### config.mk
export PLATFORM = sky130hd
export DESIGN_NAME = uart_rx
export DESIGN_NICKNAME = d
export VERILOG_FILES = /design/src/rtl/uart_rx.sv
export SDC_FILE = /design/constraint.sdc
export NUM_CORES = 1
export LEC_CHECK = 0
export CAP_MARGIN = 20
export CORE_AREA = 2 2 64 66
export CTS_CLUSTER_DIAMETER = 100
export DETAILED_ROUTE_END_ITERATION = 10
export DIE_AREA = 0 0 66 68
export PLACE_DENSITY = 0.74
export SLEW_MARGIN = 5
export SYNTH_ARGS = -nofsm -noshare
export SYNTH_HDL_FRONTEND = slang
export SYNTH_SLANG_ARGS = --single-unit
### constraint.sdc
create_clock -name clk -period 2.1 [get_ports clk]
set_input_delay 0.42 -clock clk [delete_from_list [all_inputs] [get_ports clk]]
set_output_delay 0.42 -clock clk [all_outputs]
set_load 0.1 [all_outputs]
### src/rtl/uart_rx.sv
// uart_rx: 16x-oversampled UART receiver, the counterpart of the team's UART
// transmitter. Receives 1 start bit, 8 data bits (LSB first), an optional
// odd/even parity bit and 1 stop bit. Each byte is presented with a valid
// strobe and per-frame parity and framing error flags.
//
// Ports:
//   clk          system clock
//   a_resetn     asynchronous reset, active-high (despite the name)
//   b_tick       one-clk pulse at OVERSAMPLE x baud rate
//   rx           asynchronous serial input, idles high
//   parity       00/11 none, 01 odd, 10 even; latched at start-bit confirmation
//   rx_data      last received byte, held until the next frame completes
//   rx_valid     one-clk pulse per completed frame (a level with UART_RX_HOLD_EN)
//   parity_err   parity error for rx_data, held with rx_data
//   frame_err    stop bit sampled low, held with rx_data
//   rx_ack       (UART_RX_HOLD_EN only) consumer acknowledge of rx_valid
//   overrun_err  (UART_RX_HOLD_EN only) a frame completed while rx_valid was set
//
// Optional feature macro: UART_RX_HOLD_EN.

module uart_rx #(
  parameter int OVERSAMPLE = 16,
  parameter int DATA_BITS  = 8
) (
  input  logic                 clk,
  input  logic                 a_resetn,
  input  logic                 b_tick,
  input  logic                 rx,
  input  logic [1:0]           parity,
`ifdef UART_RX_HOLD_EN
  input  logic                 rx_ack,
  output logic                 overrun_err,
`endif
  output logic [DATA_BITS-1:0] rx_data,
  output logic                 rx_valid,
  output logic                 parity_err,
  output logic                 frame_err
);

  typedef enum logic [2:0] {
    IDLE   = 3'd0,
    START  = 3'd1,
    DATA   = 3'd2,
    PARITY = 3'd3,
    STOP   = 3'd4
  } state_t;

  // The start check happens on the tick that brings the count to
  // OVERSAMPLE/2-1, i.e. while the count still holds OVERSAMPLE/2-2.
  localparam logic [3:0] START_CHK = 4'(OVERSAMPLE / 2 - 2);
  localparam logic [3:0] LAST_TICK = 4'(OVERSAMPLE - 1);
  localparam logic [2:0] LAST_BIT  = 3'(DATA_BITS - 1);

  state_t               state;
  logic [3:0]           tick_cnt;
  logic [2:0]           bit_idx;
  logic                 armed;
  logic [1:0]           par_mode;
  logic                 par_err;
  logic [DATA_BITS-1:0] shift;
  logic                 rx_meta;
  logic                 rx_s;
  logic                 has_parity;

  assign has_parity = (par_mode == 2'b01) || (par_mode == 2'b10);

  // Two-flop synchroniser; resets to the idle (high) line level so a reset
  // never looks like a start edge.
  always_ff @(posedge clk or posedge a_resetn) begin
    if (a_resetn) begin
      rx_meta <= 1'b1;
      rx_s    <= 1'b1;
    end else begin
      rx_meta <= rx;
      rx_s    <= rx_meta;
    end
  end

  always_ff @(posedge clk or posedge a_resetn) begin
    if (a_resetn) begin
      state      <= IDLE;
      tick_cnt   <= '0;
      bit_idx    <= '0;
      armed      <= 1'b0;
      par_mode   <= 2'b00;
      par_err    <= 1'b0;
      shift      <= '0;
      rx_data    <= '0;
      rx_valid   <= 1'b0;
      parity_err <= 1'b0;
      frame_err  <= 1'b0;
`ifdef UART_RX_HOLD_EN
      overrun_err <= 1'b0;
`endif
    end else begin
`ifdef UART_RX_HOLD_EN
      // Acknowledge clears the level; a completion later in this block wins.
      if (rx_valid && rx_ack) begin
        rx_valid    <= 1'b0;
        overrun_err <= 1'b0;
      end
`else
      rx_valid <= 1'b0;
`endif
      case (state)
        IDLE: begin
          // Only a high-to-low edge may start a frame; a line left low after
          // a framing error must first return high.
          if (rx_s) begin
            armed <= 1'b1;
          end
          if (armed && !rx_s) begin
            tick_cnt <= '0;
            state    <= START;
          end
        end

        START: begin
          if (b_tick) begin
            if (tick_cnt == START_CHK) begin
              if (rx_s) begin
                state <= IDLE;
              end else begin
                par_mode <= parity;
                par_err  <= 1'b0;
                tick_cnt <= '0;
                bit_idx  <= '0;
                state    <= DATA;
              end
            end else begin
              tick_cnt <= tick_cnt + 4'd1;
            end
          end
        end

        DATA: begin
          if (b_tick) begin
            if (tick_cnt == LAST_TICK) begin
              shift[bit_idx] <= rx_s;
              tick_cnt       <= '0;
              bit_idx        <= bit_idx + 3'd1;
              if (bit_idx == LAST_BIT) begin
                state <= has_parity ? PARITY : STOP;
              end
            end else begin
              tick_cnt <= tick_cnt + 4'd1;
            end
          end
        end

        PARITY: begin
          if (b_tick) begin
            if (tick_cnt == LAST_TICK) begin
              // Even mode flags an odd total; odd mode inverts that.
              par_err  <= (^shift) ^ rx_s ^ (par_mode == 2'b01);
              tick_cnt <= '0;
              state    <= STOP;
            end else begin
              tick_cnt <= tick_cnt + 4'd1;
            end
          end
        end

        STOP: begin
          if (b_tick) begin
            if (tick_cnt == LAST_TICK) begin
              rx_data    <= shift;
              frame_err  <= ~rx_s;
              parity_err <= has_parity ? par_err : 1'b0;
              rx_valid   <= 1'b1;
              armed      <= rx_s;
              tick_cnt   <= '0;
              state      <= IDLE;
`ifdef UART_RX_HOLD_EN
              overrun_err <= rx_valid && !rx_ack;
`endif
            end else begin
              tick_cnt <= tick_cnt + 4'd1;
            end
          end
        end

        default: begin
          state <= IDLE;
        end
      endcase
    end
  end

endmodule

# Yosys cells after proc, flatten, opt, wreduce, memory -nomap -nowiden
# Index checks and enable logic that the tools add are counted.
# word_totals
out_inout_bits,11
register_bits,35
# classes
magnitude_cmp,2
n_mux,43
reduce_logical,19
add_sub_neg,2
eq_ne,23
n_bitwise,3
# ops
op,count
$mux 3,16
$mux 4,6
$ne 2x2->1 const B,12
$pmux 3 s5,1
$mux 1,13
$pmux 4 s3,1
$reduce_and 6->1,2
$reduce_and 10->1,1
$bwmux 8,1
$reduce_and 4->1,2
$reduce_xor 8->1,1
$eq 3x2->1 const B,2
$eq 3x3->1 const B,2
$pmux 3 s2,1
$reduce_and 3->1,2
$reduce_bool 2->1,3
$reduce_and 5->1,1
$add 4x1->4 const B,1
$eq 4x3->1 const B,1
$eq 4x4->1 const B,1
$lt 3x4->1 const B,1
$pmux 1 s2,2
$add 3x1->3 const B,1
$demux 1 s3,1
15 further kinds,17

# Logic depth before layout (Yosys ltp)
# Gate-level depths: netlist (run 1).
# logic_depth
ltp_word,7
ltp_mapped,7

# Worst setup path before layout (run 1)
# OpenSTA, ideal clock, no wires.
# synth_timing
path_type,reg2reg
start,register bit_idx[1]
end,register state[1]
stages_incl_launch_ff,6
synth_period_minus_slack_ns,1.751
required_ns,1.975
setup_ns,0.125
t_arrival_ns,1.626
slack_ns,0.349
path_cell_list,dfrtp_1 -> ha_1 -> ha_1 -> a2111oi_0 -> a211o_1 -> mux2_4
# synth_via
elab_chain_cells,3
# synth_rtl
element,line_no,rtl
"start, declared",56,logic [2:0] bit_idx;
"start signal, assigned",141,bit_idx <= bit_idx + 3'd1;
$eq 3x3->1,142,if (bit_idx == LAST_BIT) begin
$ne 2x2->1 (no source line),--,
$reduce_and 10->1 (no source line),--,
"end signal, assigned",143,state <= has_parity ? PARITY : STOP;
"end, declared",54,state_t state;
# No other way between the ends.
# A chain may end at the register's enable or synchronous reset.

# Worst setup path after layout (run 1)
# layout_timing
start,register bit_idx[0]
end,register state[1]
# The elaborated chain is that of the path after synthesis.

==> results.tsv, run 1 <==
metric	value	unit
grt_pass1_vias	1294	
clkTransAtPathRegs	0.08	ns
synthAdderAreaFrac	0.0340	
worst-r2r-setup-slack	0.08	ns
htreeDepth	2	
slew_headroom	0.638	
synthMuxAreaShare	0.0741	
synth_most_common_cell	nand2_1	
syn_area	0.00184	mm²
grt_setup_unrepaired	no	
status	finished, final reports clean	
hold_path_class	register to register	
cts.path.max_buffers	2	
path_common_cell	ha_1	
synth-warning-count	0	
min_period	2.02	ns
syn-num-nets	195	
numClockSinks	35	
synth_top_family_by_area	simple AND/OR/NAND/NOR gates	
clkLatencyLatePin	0.29	ns
finalNonFillerCells	260	
route.detailed.drc	0	
p_leak	1.04	nW
crit_start	bit_idx[0]$_DFFE_PP0P_	
cp_cell_sequence	ha_1 -> ha_1 -> a2111oi_0 -> a211o_1 -> mux2_4	
seq_area_frac_synth	0.477	
required	2.28	ns
syn_inst	184	
ir_drop	502	µV
avgViaCountPerCell	5.18	
min_from	rx_meta$_DFF_PP1_	
synth-async-reset-ratio	1.00	
start_util	0.477	
grt_usage	0.178	
endpoint_kind	register	
setup_viol	0	
cts_buffers	5	
finalCritPeriodShare	0.964	
dr.pass1.iters	4	
slew_viol_final	0	
worst-path-max-fanout	3	
timing.rr.start	bit_idx[0]$_DFFE_PP0P_	
ant_nets	0	
dp_hpwl	2470	µm
synth_area_leader_cell	dfrtp_1	
synth_cell_type_count	45	
io_pins	17	
antenna_found_initial	0	
synth_area_leaders	dfrtp_1, nand2_1, mux2_1	
avgRoutedWirePerCell	13.4	µm
synth-simple-area-share	0.228	
cts_tree	built	
p_total	2.24	mW
synth_top_area_share	0.449	
coreArea	0.00386	mm²
fin_nets	220	
ctsResizeCount	0	
maxCapViolations	0	
setup.worst_path.class	register to register	
pwr_density_cell	1030	mW/mm²
worst_pin_slew	0.529	ns
dieHeight	68	µm
grt_first_pass_wirelength	6000	µm
initialDrtViolationCount	105	
hold_violations	0	
tns	0	ns
arrival	2.21	ns
io_buffers	16	
synth-xor-area-share	0.0428	
overflow	0	
grt_max_degree	36	
synth-edff-count	0	
synth.avg_cell_area	10.0	µm²
synth-main-ff-cell	dfrtp_1	
synth_seq_cells	35	
fin_skew	0.00697	ns
timing.fmax	494	MHz
final_util	0.566	
layout-drive-gt1-share	0.200	
via_count	1347	
max_stage_delay	0.54	ns
cts_hold_buf	0	
diodes	0	
crit_slowest_cell	a2111oi_0	
post-cts-setup-buffer-count	0	
syn_to_final_growth	18.5	%
die_w	66	µm
row_count	23	
wl	3470	µm
cts_root_buf	clkbuf_8	
ys_top_cells_by_count	nand2_1, dfrtp_1, nand3_1	
synth-compound-area-share	0.101	
cp-start-kind	register	
gp_congestion	0.980	
dieArea	0.00449	mm²
post-place-cells	252	
layout by cell type (no fill, tap or decap), types with 2 or more instances in the layout:
cell / count
o211ai_1: 2
dfrtp_1: 33
dfstp_2: 2
nor2_1: 7
o21ai_0: 7
a21oi_1: 6
mux2_1: 9
nand2_1: 37
nand2b_1: 2
xnor2_1: 9
a211o_1: 2
o22ai_1: 2
clkdlybuf4s50_1: 5
nor3b_1: 2
buf_4: 20
mux2i_1: 2
inv_1: 9
clkbuf_8: 6
o21ai_1: 2
ha_1: 5
nand3_1: 13
nor3_1: 3
worst paths after layout:
check                                        end  depth (start not counted)
min in group asynchronous  frame_err$_DFFE_PP0P_                          3
max in group asynchronous         rx_s$_DFF_PP1_                          3
min                               rx_s$_DFF_PP1_                          0
max reg2reg                 state[1]$_DFFE_PP0P_                          5
max                         state[1]$_DFFE_PP0P_                          5
min reg2reg                       rx_s$_DFF_PP1_                          0
area by class of cell:
class / instances / area [µm²]
fill: 356 / 1680
multi-input combinational: 132 / 885
tap: 50 / 62.6
sequential: 35 / 878
clock buffer: 6 / 82.6
inverter: 10 / 37.5
clock inverter: 2 / 35.0
timing repair buffer: 25 / 200
layer usage:
metal,part of all wire,global-route usage
met5,0,0
met4,0.020,0.0791
met3,0.041,0.0510
met2,0.48,0.294
met1,0.46,0.217
report_power, final:
part / internal (mW) / leakage [nW] / total, mW / switching [mW]
combinational: 0.320 / 0.519 / 0.676 / 0.356
sequential: 0.773 / 0.464 / 0.931 / 0.158
clock: 0.384 / 0.0612 / 0.638 / 0.254
total: 1.48 / 1.04 / 2.24 / 0.768
sequential cells by signal, indices dropped and copies added (netlist names):
name	cells
par_err	1
tick_cnt	4
bit_idx	3
frame_err	1
shift	8
par_mode	2
rx_meta	1
rx_data	8
rx_s	1
rx_valid	1
armed	1
parity_err	1
state	3
kinds of logic after synthesis:
kind of cell	count (synthesis)
buffers and inverters	17
and+or+nand+nor	78
muxes	12
xor gates and xnor gates	9
DFF	35
adders and majority gates	5
AOI/OAI and AO/OA	28
critical path, delay by kind of cell (launching register included):
| kind | cells | cell delay, ns |
|---|---|---|
| fa+ha+maj | 2 | 0.40 |
| mux | 1 | 0.31 |
| compound gates | 2 | 0.77 |
| flops | 1 | 0.44 |
stage by stage:
| step | worst slack, ns | area [µm²] | hold WS [ns] |
|---|---|---|---|
| floorplan | 0.349 | 1840 | 0.345 |
| global placement | 0.113 | 2060 | 0.346 |
| detailed placement | 0.0943 | 2060 | 0.354 |
| CTS | 0.0692 | 2180 | 0.375 |
| global route | 0.0518 | 2180 | 0.379 |
| finish | 0.0753 | 2180 | 0.371 |
(Power assumes the default switching activity.)
==> run 2, diff against run 1 <==
--- a/config.mk
+++ b/config.mk
@@ -10,7 +10,7 @@
 export CTS_CLUSTER_DIAMETER = 100
 export DETAILED_ROUTE_END_ITERATION = 10
 export DIE_AREA = 0 0 66 68
-export PLACE_DENSITY = 0.74
+export PLACE_DENSITY = 0.76
 export SLEW_MARGIN = 5
 export SYNTH_ARGS = -nofsm -noshare
 export SYNTH_HDL_FRONTEND = slang
==> results.tsv, run 2 (synthesis results as in run 1) <==
metric	value	unit
setup.worst_path.class	register to register	
io_pins	17	
hold_violations	0	
slew_viol_final	0	
cts.path.max_buffers	2	
layout-drive-gt1-share	0.200	
worst-path-max-fanout	3	
grt_first_pass_wirelength	5810	µm
die_w	66	µm
cp-start-kind	register	
wl	3380	µm
final_cell_mix	nand2_1, dfrtp_1, buf_4	
grt_setup_unrepaired	no	
numClockSinks	35	
syn_to_final_growth	18.6	%
htreeDepth	2	
setup_viol	0	
final_common_cell	nand2_1	
gp_congestion	0.911	
endpoint_kind	register	
overflow	0	
worst_pin_slew	0.480	ns
grt_usage	0.171	
cts_buffers	5	
reg_top3	rx_data x8, shift x8, tick_cnt x4	
grt_max_degree	36	
finalCritPeriodShare	0.945	
clkLatencyLatePin	0.28	ns
coreArea	0.00386	mm²
start_util	0.477	
io_buffers	16	
required	2.27	ns
row_count	23	
ir_drop	643	µV
cts_root_buf	clkbuf_8	
ant_nets	0	
fin_nets	220	
arrival	2.16	ns
finalNonFillerCells	260	
cts_tree	built	
tns	0	ns
avgRoutedWirePerCell	13.0	µm
status	finished, final reports clean	
via_count	1331	
timing.fmax	504	MHz
maxCapViolations	0	
final_area	0.00218	mm²
diodes	0	
route.detailed.drc	0	
cts_hold_buf	0	
avgViaCountPerCell	5.12	
fin_skew	0.00725	ns
post-place-cells	252	
slew_headroom	0.679	
final_util	0.566	
pwr_density_cell	1030	mW/mm²
min_period	1.99	ns
dp_hpwl	2460	µm
dieHeight	68	µm
grt_pass1_vias	1277	
post-cts-setup-buffer-count	0	
setup_slack	0.115	ns
antenna_found_initial	0	
dpl_cell_area	0.00206	mm²
dr.pass1.iters	4	
p_leak	1.05	nW
hold_path_class	register to register	
initialDrtViolationCount	84	
post-place-ws	0.0876	ns
clkTransAtPathRegs	0.07	ns
dieArea	0.00449	mm²
## run 2: cell counts in the layout (fill, tap and decap cells not counted)
No cell type changed its count.
## run 2: layout make-up
| class | count | area (µm²) |
|---|---|---|
| clock buffer | 6 | 82.6 |
| clock inverter | 2 | 35.0 |
| fill | 353 | 1670 |
| inverter | 10 | 37.5 |
| multi-input combinational | 132 | 886 |
| sequential | 35 | 878 |
| tap | 50 | 62.6 |
| timing repair buffer | 25 | 200 |
## run 2: power by group
group,internal (mW),total [mW],switching [mW]
sequential,0.773,0.917,0.144
clock,0.384,0.622,0.238
combinational,0.331,0.712,0.381
total,1.49,2.25,0.763
## run 2: routing by layer
metal | vias up | global-route usage | part of all wire
li1 | 686 | - | -
met1 | 614 | 0.228 | 0.48
met2 | 27 | 0.268 | 0.47
met3 | 4 | 0.0526 | 0.044
met4 | 0 | 0.0536 | 0.0056
met5 | - | 0 | 0
## run 2: per-stage QoR
stage	total power [mW]	hold slack, ns
after floorplan	1.46	0.345
after global placement	1.62	0.346
after detailed placement	1.63	0.347
after CTS	2.27	0.359
after global routing	2.40	0.363
final	2.25	0.357
## run 2: path summary, 6_finish.rpt
path	from	to	slack, ns	cells past startpoint
setup reg to reg	bit_idx[0]$_DFFE_PP0P_	state[1]$_DFFE_PP0P_	0.11	5
setup / recovery	bit_idx[0]$_DFFE_PP0P_	state[1]$_DFFE_PP0P_	0.11	5
max in group asynchronous	a_resetn	rx_s$_DFF_PP1_	1.23	3
min in group asynchronous	a_resetn	shift[5]$_DFFE_PP0P_	0.53	3
hold reg to reg	rx_meta$_DFF_PP1_	rx_s$_DFF_PP1_	0.36	0
hold / removal	rx_meta$_DFF_PP1_	rx_s$_DFF_PP1_	0.36	0
## run 2: timing repair
action                     CTS  global route
gates resized for setup      0             1
hold endpoints to repair     0             0
setup endpoints to repair    0             1
## run 2: worst max-delay path: stages (launching register included)
cell and delay (ns):
dfrtp_1 0.42, ha_1 0.21, ha_1 0.18, a2111oi_1 0.51, a211o_1 0.24, mux2_4 0.31
